--- src/rtl/error_link_pkg.sv ---
// Shared definitions for the inter-node error link (transmitter and receiver).
// Optional parity slot is selected by the ERROR_LINK_PARITY_EN macro.
package error_link_pkg;

   // Line FSM encoding; the receiver decodes frames with the same states
   typedef enum logic [2:0] {
      LINK_IDLE   = 3'd0,
      LINK_START  = 3'd1,
      LINK_DATA   = 3'd2,
      LINK_PARITY = 3'd3,
      LINK_STOP   = 3'd4
   } link_state_e;

   // Line levels
   localparam logic LINE_IDLE_LVL  = 1'b1;
   localparam logic LINE_START_LVL = 1'b0;
   localparam logic LINE_STOP_LVL  = 1'b1;

   // Parity polarity: 0 gives even parity over the data bits
   localparam logic PARITY_POL = 1'b0;

endpackage

--- src/rtl/error_link_tx_sync_edge_det.sv ---
// Two-flop synchroniser followed by a registered rising-edge pulse.
// Pulse appears three clk_i edges after the asynchronous input rises.
module sync_edge_det (
   input  logic clk_i,
   input  logic rst_i,
   input  logic d_i,
   output logic pulse_o
);

   logic [2:0] sync_q;
   logic       pulse_q;

   // Sync chain plus edge history; pulse is high for one cycle per rising edge
   always_ff @(posedge clk_i or posedge rst_i) begin
      if (rst_i) begin
         sync_q  <= '0;
         pulse_q <= 1'b0;
      end else begin
         sync_q  <= {sync_q[1:0], d_i};
         pulse_q <= sync_q[1] & ~sync_q[2];
      end
   end

   assign pulse_o = pulse_q;

endmodule

--- src/rtl/error_link_tx.sv ---
// Error link transmitter: captures the signed phase error on each rising edge
// of the divided generated clock and sends it as start/data/[parity]/stop.
// Parity slot present only when ERROR_LINK_PARITY_EN is defined.
module error_link_tx
   import error_link_pkg::*;
#(
   parameter int unsigned PDET_WIDTH = 5,
   parameter int unsigned BIT_CYCLES = 4,
   parameter int unsigned CNT_WIDTH  = 3
) (
   input  logic                  fpga_clk_i,
   input  logic                  reset_i,
   input  logic                  enable_i,
   input  logic                  gen_div_i,
   input  logic [PDET_WIDTH-1:0] error_i,
   output logic                  tx_o,
   output logic                  busy_o,
   output logic                  overrun_o
);

   localparam int unsigned IDX_W = (PDET_WIDTH > 1) ? $clog2(PDET_WIDTH) : 1;
   localparam logic [CNT_WIDTH-1:0] BIT_LAST = CNT_WIDTH'(BIT_CYCLES - 1);
   localparam logic [IDX_W-1:0]     IDX_LAST = IDX_W'(PDET_WIDTH - 1);

   logic                  cap_p;
   logic                  load;
   logic                  bit_end;
   link_state_e           state_q, state_d;
   logic [CNT_WIDTH-1:0]  cnt_q, cnt_d;
   logic [IDX_W-1:0]      idx_q, idx_d;
   logic [PDET_WIDTH-1:0] shift_q, shift_d;
   logic [PDET_WIDTH-1:0] hold_q, hold_d;
   logic                  pend_q, pend_d;
   logic                  ovr_q, ovr_d;
   logic                  tx_q, tx_d;
   logic                  busy_q, busy_d;
`ifdef ERROR_LINK_PARITY_EN
   logic                  par_q, par_d;
`endif

   sync_edge_det u_cap_sync (
      .clk_i   (fpga_clk_i),
      .rst_i   (reset_i),
      .d_i     (gen_div_i),
      .pulse_o (cap_p)
   );

   assign bit_end = (cnt_q == BIT_LAST);

   // Line FSM: next state, bit timing, shift register and registered line level
   always_comb begin
      state_d = state_q;
      cnt_d   = cnt_q;
      idx_d   = idx_q;
      shift_d = shift_q;
      load    = 1'b0;
`ifdef ERROR_LINK_PARITY_EN
      par_d   = par_q;
`endif

      if (state_q != LINK_IDLE) begin
         cnt_d = bit_end ? '0 : cnt_q + CNT_WIDTH'(1);
      end

      case (state_q)
         LINK_IDLE: begin
            if (pend_q && enable_i) begin
               load    = 1'b1;
               state_d = LINK_START;
               cnt_d   = '0;
            end
         end
         LINK_START: begin
            if (bit_end) begin
               state_d = LINK_DATA;
               idx_d   = '0;
            end
         end
         LINK_DATA: begin
            if (bit_end) begin
               if (idx_q == IDX_LAST) begin
`ifdef ERROR_LINK_PARITY_EN
                  state_d = LINK_PARITY;
`else
                  state_d = LINK_STOP;
`endif
               end else begin
                  idx_d   = idx_q + IDX_W'(1);
                  shift_d = shift_q >> 1;
               end
            end
         end
`ifdef ERROR_LINK_PARITY_EN
         LINK_PARITY: begin
            if (bit_end) begin
               state_d = LINK_STOP;
            end
         end
`endif
         LINK_STOP: begin
            if (bit_end) begin
               // A waiting word follows immediately with no idle gap
               if (pend_q && enable_i) begin
                  load    = 1'b1;
                  state_d = LINK_START;
               end else begin
                  state_d = LINK_IDLE;
               end
            end
         end
         default: state_d = LINK_IDLE;
      endcase

      if (load) begin
         shift_d = hold_q;
`ifdef ERROR_LINK_PARITY_EN
         par_d   = (^hold_q) ^ PARITY_POL;
`endif
      end

      tx_d = LINE_IDLE_LVL;
      case (state_d)
         LINK_START:  tx_d = LINE_START_LVL;
         LINK_DATA:   tx_d = shift_d[0];
`ifdef ERROR_LINK_PARITY_EN
         LINK_PARITY: tx_d = par_d;
`endif
         LINK_STOP:   tx_d = LINE_STOP_LVL;
         default:     tx_d = LINE_IDLE_LVL;
      endcase

      busy_d = (state_d != LINK_IDLE);
   end

   // Holding register: capture on the synchronised edge, flag overwrite of an unsent word
   always_comb begin
      hold_d = hold_q;
      pend_d = pend_q;
      ovr_d  = ovr_q;
      if (load) begin
         pend_d = 1'b0;
      end
      if (cap_p && enable_i) begin
         hold_d = error_i;
         pend_d = 1'b1;
         if (pend_q && !load) begin
            ovr_d = 1'b1;
         end
      end
   end

   // State and output registers
   always_ff @(posedge fpga_clk_i or posedge reset_i) begin
      if (reset_i) begin
         state_q <= LINK_IDLE;
         cnt_q   <= '0;
         idx_q   <= '0;
         shift_q <= '0;
         hold_q  <= '0;
         pend_q  <= 1'b0;
         ovr_q   <= 1'b0;
         tx_q    <= LINE_IDLE_LVL;
         busy_q  <= 1'b0;
`ifdef ERROR_LINK_PARITY_EN
         par_q   <= 1'b0;
`endif
      end else begin
         state_q <= state_d;
         cnt_q   <= cnt_d;
         idx_q   <= idx_d;
         shift_q <= shift_d;
         hold_q  <= hold_d;
         pend_q  <= pend_d;
         ovr_q   <= ovr_d;
         tx_q    <= tx_d;
         busy_q  <= busy_d;
`ifdef ERROR_LINK_PARITY_EN
         par_q   <= par_d;
`endif
      end
   end

   assign tx_o      = tx_q;
   assign busy_o    = busy_q;
   assign overrun_o = ovr_q;

endmodule

--- config.mk ---
export PLATFORM = sky130hd
export DESIGN_NAME = error_link_tx
export DESIGN_NICKNAME = d
export VERILOG_FILES = /design/src/rtl/error_link_pkg.sv /design/src/rtl/error_link_tx_sync_edge_det.sv /design/src/rtl/error_link_tx.sv
export SDC_FILE = /design/constraint.sdc
export NUM_CORES = 1
export LEC_CHECK = 0
export CORE_MARGIN = 10
export CORE_UTILIZATION = 35
export DETAILED_ROUTE_END_ITERATION = 8
export HOLD_SLACK_MARGIN = 0.03
export PLACE_DENSITY = 0.55
export SETUP_SLACK_MARGIN = 0.4
export SYNTH_ARGS = -nofsm -noshare
export SYNTH_HDL_FRONTEND = slang
export SYNTH_SLANG_ARGS = --single-unit
--- constraint.sdc ---
create_clock -name fpga_clk_i -period 1.85 [get_ports fpga_clk_i]
set_clock_uncertainty 0.1 [all_clocks]
set_input_delay 0.185 -clock fpga_clk_i [delete_from_list [all_inputs] [get_ports fpga_clk_i]]
set_output_delay 0.185 -clock fpga_clk_i [all_outputs]
set_load 0.02 [all_outputs]
==> metrics, run 1 <==
Max Slew Vio Count 0; drt first pass iters 4; critical path capture point type flop; Peak VDD IR 0.000515 V; ant diodes 0; P_sw 746 µW; Total GRT Usage under 10%; Die X between 70 and 80 µm; cell family with most CP delay compound AO/OA/AOI/OAI gates; Synth top area share 53.2%; Worst path slowest cell dfrtp_1; Slew headroom a little under three quarters; CTS buffer count 3; setup_tns 0 ps; Worst-Margin Slew around 430 ps; # IOs 12; max_cap viols 0; first-pass GRT wire length 4.15 mm; final hold vios 0; Via density between 4 and 5; via count 881; Seq pwr share roughly 45%; clock power share between 10 and 15%; TritonCTS clock tree done; Pint around 1300 µW; CTS sink count 27; Clock transition at path regs ~140 ps; Routed Antenna Nets 0; warnings from Yosys 0; worst skew pair latency approximately 320 ps; gpl congestion 0.734; Max stage delay on crit path 420 ps; commonest non-fill, non-tap cell in the layout dfrtp_1; Critical Path AT roughly 1700 ps; Syn Nets about 120; vias in the first global route 942; Max Clock Freq between 600 and 700 MHz; Lkg Pwr just over 0.0007 µW; # H-tree levels 1; unrepaired setup endpoints after global routing true; Buf/Inv on CP 1; Sw Ratio 35.9%; cell area power density 1300 nW/µm²; minimum clock period after layout about 1600 ps; crit-path max FO 8; largest net degree at the start of global routing 27; full die area roughly 6300 µm²; most frequent cells in the layout 24 x dfrtp_1, 17 x buf_4, 8 x clkdlybuf4s50_1, 7 x nand2_1, 6 x a21oi_1; # rows 21; number of DRC markers in iteration 0 roughly 40; Setup CP Type flop to flop; area leader, netlist dfrtp_1; wire length per cell roughly 13 µm; Die Y-Extent 79.1 µm; initial antenna violation count 0; DRC 0; Root Driver clkbuf_4; worst hold-check path type input port to flop; synthesized flop and latch total 27; area grow syn2layout 31.0%; Clock Path Buffers 2; crit path cell chain ha_4 > nand2b_4 > a2111oi_4 > buf_6 > nor2_2 > a21o_1; Syn Std Cell Area around 1200 µm²; worst endpoint required time 1980 ps; synth unique cells 38; syn avg cell area roughly 12 µm²; Logic pwr share 43.3%; register area share after synthesis between 50% and 60%; layout cells sized above 1 a little over a third; Initial Util between 30% and 40%; core area 3360 µm²; CP startpoint kind flop; main area contributors after synthesis dfrtp_1 53%, mux2_2 4.6%, ha_1 3.1%, a22o_1 2.9%, a21oi_1 2.5%; hpwl dp roughly 1.6 mm; WL final 2.43 mm; outcome completed; grt total ovfl 0; Post-layout nets ~150; port bufs 11; final std cells w/o fill 182; placed cell count 163; part of the cycle the worst path needs 86.1%; Mapped Cells approximately 110; endpoints failing setup 0
==> synthesized netlist by cell type (all sizes together) <==
cell type / instances
nor2: 1
nand3: 5
nor3: 1
mux2i: 1
o41ai: 1
nor3b: 3
nor2b: 2
or2: 1
nand2b: 3
a22o: 4
mux2: 5
dfstp: 1
nand3b: 1
and3: 1
nand4bb: 1
clkbuf: 1
inv: 7
a221oi: 1
a311oi: 1
dfrtp: 26
a31oi: 2
or3: 1
o21bai: 1
buf: 4
a2111oi: 1
and2: 1
nor4bb: 1
o21ai: 8
a21oi: 6
nand2: 8
ha: 3
a21o: 2
o22ai: 1
==> power groups by stage <==
stage	logic (µW)	registers, µW	clock network [µW]
3_3_place_gp	662	939	0
6_report	902	926	253
3_5_place_dp	690	939	0
4_1_cts	832	920	275
5_1_grt	1010	950	296
2_1_floorplan	531	892	0
==> worst register-to-register path, delay by kind of cell, from the launching register on <==
family,cells,cell delay [ps]
buffers and inverters,1,170
and+or+nand+nor,2,140
AOI/OAI and AO/OA,2,480
DFF,1,420
adders and majority gates,1,180
==> routing by layer <==
layer  global-route usage [%]  wire (µm)
met4                     2.15         19
met2                     13.8       1220
met5                        0          0
met1                     9.39       1100
met3                     2.93         87
==> path summary, 6_finish.rpt <==
| kind | start | to | slack [ps] | cells after the start |
|---|---|---|---|---|
| min in group asynchronous | reset_i | u_cap_sync.sync_q[0] | 440 | 3 |
| worst min register to register | u_cap_sync.sync_q[0] | u_cap_sync.sync_q[1] | 270 | 0 |
| worst max-delay path | cnt_q[1] | shift_q[1] | 260 | 6 |
| worst min-delay path | gen_div_i | u_cap_sync.sync_q[0] | 200 | 1 |
| max in group asynchronous | reset_i | tx_o | 680 | 4 |
| worst max register to register | cnt_q[1] | shift_q[1] | 260 | 6 |
==> cells by family after synthesis <==
kind of cell               synth area share, %
muxes                                     5.42
AOI/OAI and AO/OA                         16.4
adders and majority gates                 3.07
buffers and inverters                     4.60
DFF                                       55.3
and+or+nand+nor                           15.2
==> final cells by class <==
class	count	area [µm²]
flip-flops and latches	27	679
clock buffers	3	22.5
inverters	7	26.3
fillers	341	1760
multi-input cells	67	556
well taps	46	57.6
clock inverters	1	5.00
repair buffers	31	256
==> per-stage QoR <==
stage	instance area, µm²	total power [µW]	utilization (%)	setup WS, ps	hold slack, ps
detailed placement	1410	1630	42.0	42.2	236
global route	1600	2260	47.7	138	176
CTS	1540	2030	45.8	227	177
floorplan	1240	1420	-	189	116
finish	1600	2080	47.7	258	196
global placement	1410	1600	42.0	112	237
==> state kept, by name (all words and copies together), names as in the netlist <==
signal / cells
hold_q: 5
shift_q: 5
cnt_q: 3
idx_q: 3
state_q: 3
u_cap_sync.sync_q: 3
busy_o: 1
overrun_o: 1
pend_q: 1
tx_o: 1
u_cap_sync.pulse_o: 1
==> what timing repair did <==
item / in CTS / in global routing
hold buffers: 1 / 0
endpoints found under the setup margin: 17 / 19
buffers inserted: 8 / 6
pin swaps: 1 / 3
hold endpoints to repair: 1 / 0
cloned: 0 / 0
resized for setup: 13 / 8
(Power assumes the default switching activity.)
==> run 2: changes to the inputs <==
--- a/config.mk
+++ b/config.mk
@@ -11,6 +11,7 @@
 export HOLD_SLACK_MARGIN = 0.03
 export PLACE_DENSITY = 0.55
 export SETUP_SLACK_MARGIN = 0.4
+export SLEW_MARGIN = 10
 export SYNTH_ARGS = -nofsm -noshare
 export SYNTH_HDL_FRONTEND = slang
 export SYNTH_SLANG_ARGS = --single-unit
==> results of run 2 <==
Final layout, timing and power as in run 1 (identical DEF).
==> run 3: changes to the inputs <==
--- a/config.mk
+++ b/config.mk
@@ -5,13 +5,13 @@
 export SDC_FILE = /design/constraint.sdc
 export NUM_CORES = 1
 export LEC_CHECK = 0
+export CORE_ASPECT_RATIO = 2
 export CORE_MARGIN = 10
 export CORE_UTILIZATION = 35
 export DETAILED_ROUTE_END_ITERATION = 8
 export HOLD_SLACK_MARGIN = 0.03
 export PLACE_DENSITY = 0.55
 export SETUP_SLACK_MARGIN = 0.4
-export SLEW_MARGIN = 10
 export SYNTH_ARGS = -nofsm -noshare
 export SYNTH_HDL_FRONTEND = slang
 export SYNTH_SLANG_ARGS = --single-unit
==> metrics, run 3 (synthesis results as in run 1) <==
first-pass GRT wire length 4.38 mm (+5.5%); Sw Ratio 35.7% (-0.12 points); TritonCTS clock tree done; WL final 2.50 mm (+2.8%); initial antenna violation count 0 (unchanged); outcome completed; CTS sink count 27 (unchanged); DRC 0 (unchanged); Peak VDD IR 0.000920 V (+79%); Die X 61.8 µm (-22%); Reg area 678 µm² (-0.18%); # rows 30 (+43%); Setup CP Type flop to flop; area grow syn2layout 30.3%; Worst path slowest cell dfrtp_1; Clock transition at path regs 90 ps (-50 ps); vias in the first global route 962 (+2.1%); critical path capture point type flop; final std cells w/o fill 164 (-9.9%); full die area 6400 µm² (+2.3%); worst skew pair latency 270 ps (-50 ps); Routed Antenna Nets 0 (unchanged); crit path cell chain ha_4 > nor3b_4 > and3_4 > mux2i_1 > o21ai_1; Worst-Margin Slew 427 ps (+0.826 ps); placed cell count 149 (-8.6%); Filler Cells Inserted 318 (-6.7%); Max Clock Freq 622 MHz (-0.94%); worst hold margin 160 ps (-36.5 ps); part of the cycle the worst path needs 86.9% (+0.82 points); wire length per cell 15.2 µm (+14%); Lkg Pwr 0.000689 µW (-3.5%); layout cells sized above 1 33.3% (-2.0 points); port bufs 11 (unchanged); Die Y-Extent 104 µm (+31%); drt first pass iters 4 (unchanged); CP startpoint kind flop; biggest regs hold_q (5), shift_q (5); ant diodes 0 (unchanged); Max stage delay on crit path 400 ps (-20 ps); number of DRC markers in iteration 0 16 (-61%); gpl congestion 0.713 (-2.9%); cell family with most CP delay simple AND/OR/NAND/NOR gates; clock power share 15.7% (+3.5 points); setup_tns 0 ps (unchanged); hpwl dp 1.78 mm (+11%); crit-path max FO 6 (-2); commonest non-fill, non-tap cell in the layout dfrtp_1; grt total ovfl 0 (unchanged); P_sw 769 µW (+3.0%); minimum clock period after layout 1610 ps (+15.2 ps); Logic pwr share 40.8% (-2.5 points); Post-layout nets 145 (-2.7%); Multi-input gate area 567 µm² (+2.0%); # H-tree levels 1 (unchanged); largest net degree at the start of global routing 28 (+3.7%); worst endpoint required time 1920 ps (-60 ps); unrepaired setup endpoints after global routing true; Clock Path Buffers 2 (unchanged); Initial Util 36.2% (-0.16 points); Pint 1380 µW (+3.6%); Overall Power 2150 µW (+3.4%); endpoints failing setup 0 (unchanged); max_cap viols 0 (unchanged); worst hold-check path type input port to async pin; # IOs 12 (unchanged); CTS buffer count 3 (unchanged); core area 3380 µm² (+0.45%); hold_buf cts 0 (-1); Critical Path AT 1680 ps (-40 ps); Slew headroom 71.6% (about the same); Buf/Inv on CP 0 (-1); Seq pwr share 43.4% (-1.1 points); Root Driver clkbuf_8; final hold vios 0 (unchanged); Via density 5.36 (+11%); most frequent cells in the layout 25 x dfrtp_1, 14 x buf_4, 8 x clkdlybuf4s50_1, 7 x nand2_1, 6 x a21oi_1; via count 879 (-0.23%); Post-Route Utilization 47.2% (-0.47 points); cell area power density 1350 nW/µm² (+3.9%); Max Slew Vio Count 0 (unchanged); Total GRT Usage 8.66% (+0.55 points)
-- run 3: cell types whose count changed in the layout (fill, tap and decap cells not counted), moves of 2 or more --
cell	change
clkbuf_4	-3
clkbuf_8	+3
buf_4	-3
clkbuf_2	-2
-- run 3: through the flow --
| stage | instance area (µm²) | setup slack [ps] |
|---|---|---|
| after global routing | 1590 | 148 |
| after floorplan | 1240 | 189 |
| after detailed placement | 1390 | 52.8 |
| after global placement | 1390 | 82.3 |
| after CTS | 1560 | 249 |
| final | 1590 | 243 |
-- run 3: power groups by stage --
| stage | Sequential, µW | Clock, µW | Combinational, µW |
|---|---|---|---|
| global placement | 938 | 0 | 668 |
| global route | 960 | 370 | 983 |
| finish | 934 | 338 | 878 |
| detailed placement | 945 | 0 | 687 |
| CTS | 925 | 351 | 850 |
| floorplan | 892 | 0 | 531 |
-- run 3: repair_timing --
item / 4_1_cts / 5_1_grt
buffers inserted: 9 / 2
pin swaps: 6 / 4
endpoints found under the setup margin: 21 / 16
gates resized for setup: 18 / 4
-- run 3: cell type report --
type	count	area share (%)
clock buffers	3	2.59
clock inverters	1	0.471
inverters	7	1.65
multi-input cells	67	35.6
flip-flops and latches	27	42.5
well taps	32	2.51
repair buffers	27	14.7
-- run 3: path summary, 6_finish.rpt --
path / startpoint / endpoint / slack [ps] / cells past startpoint
min in group fpga_clk_i: gen_div_i / u_cap_sync.sync_q[0] / 250 / 1
max reg2reg: cnt_q[1] / shift_q[3] / 240 / 5
max in group asynchronous: reset_i / tx_o / 1190 / 3
min reg2reg: u_cap_sync.sync_q[0] / u_cap_sync.sync_q[1] / 260 / 0
min: reset_i / u_cap_sync.sync_q[0] / 160 / 3
max: cnt_q[1] / shift_q[3] / 240 / 5
-- run 3: routing by layer --
layer | vias up | global-route usage (%) | wire (µm)
met5 | - | 0 | 0
met3 | 4 | 1.71 | 55
met1 | 436 | 9.51 | 1010
met4 | 0 | 3.38 | 33
li1 | 426 | - | -
met2 | 13 | 15.1 | 1400
-- run 3: tightest hold or removal path: stages --
cell	delay [ps]
clkdlybuf4s50_1	390
inv_1	50
buf_4	320
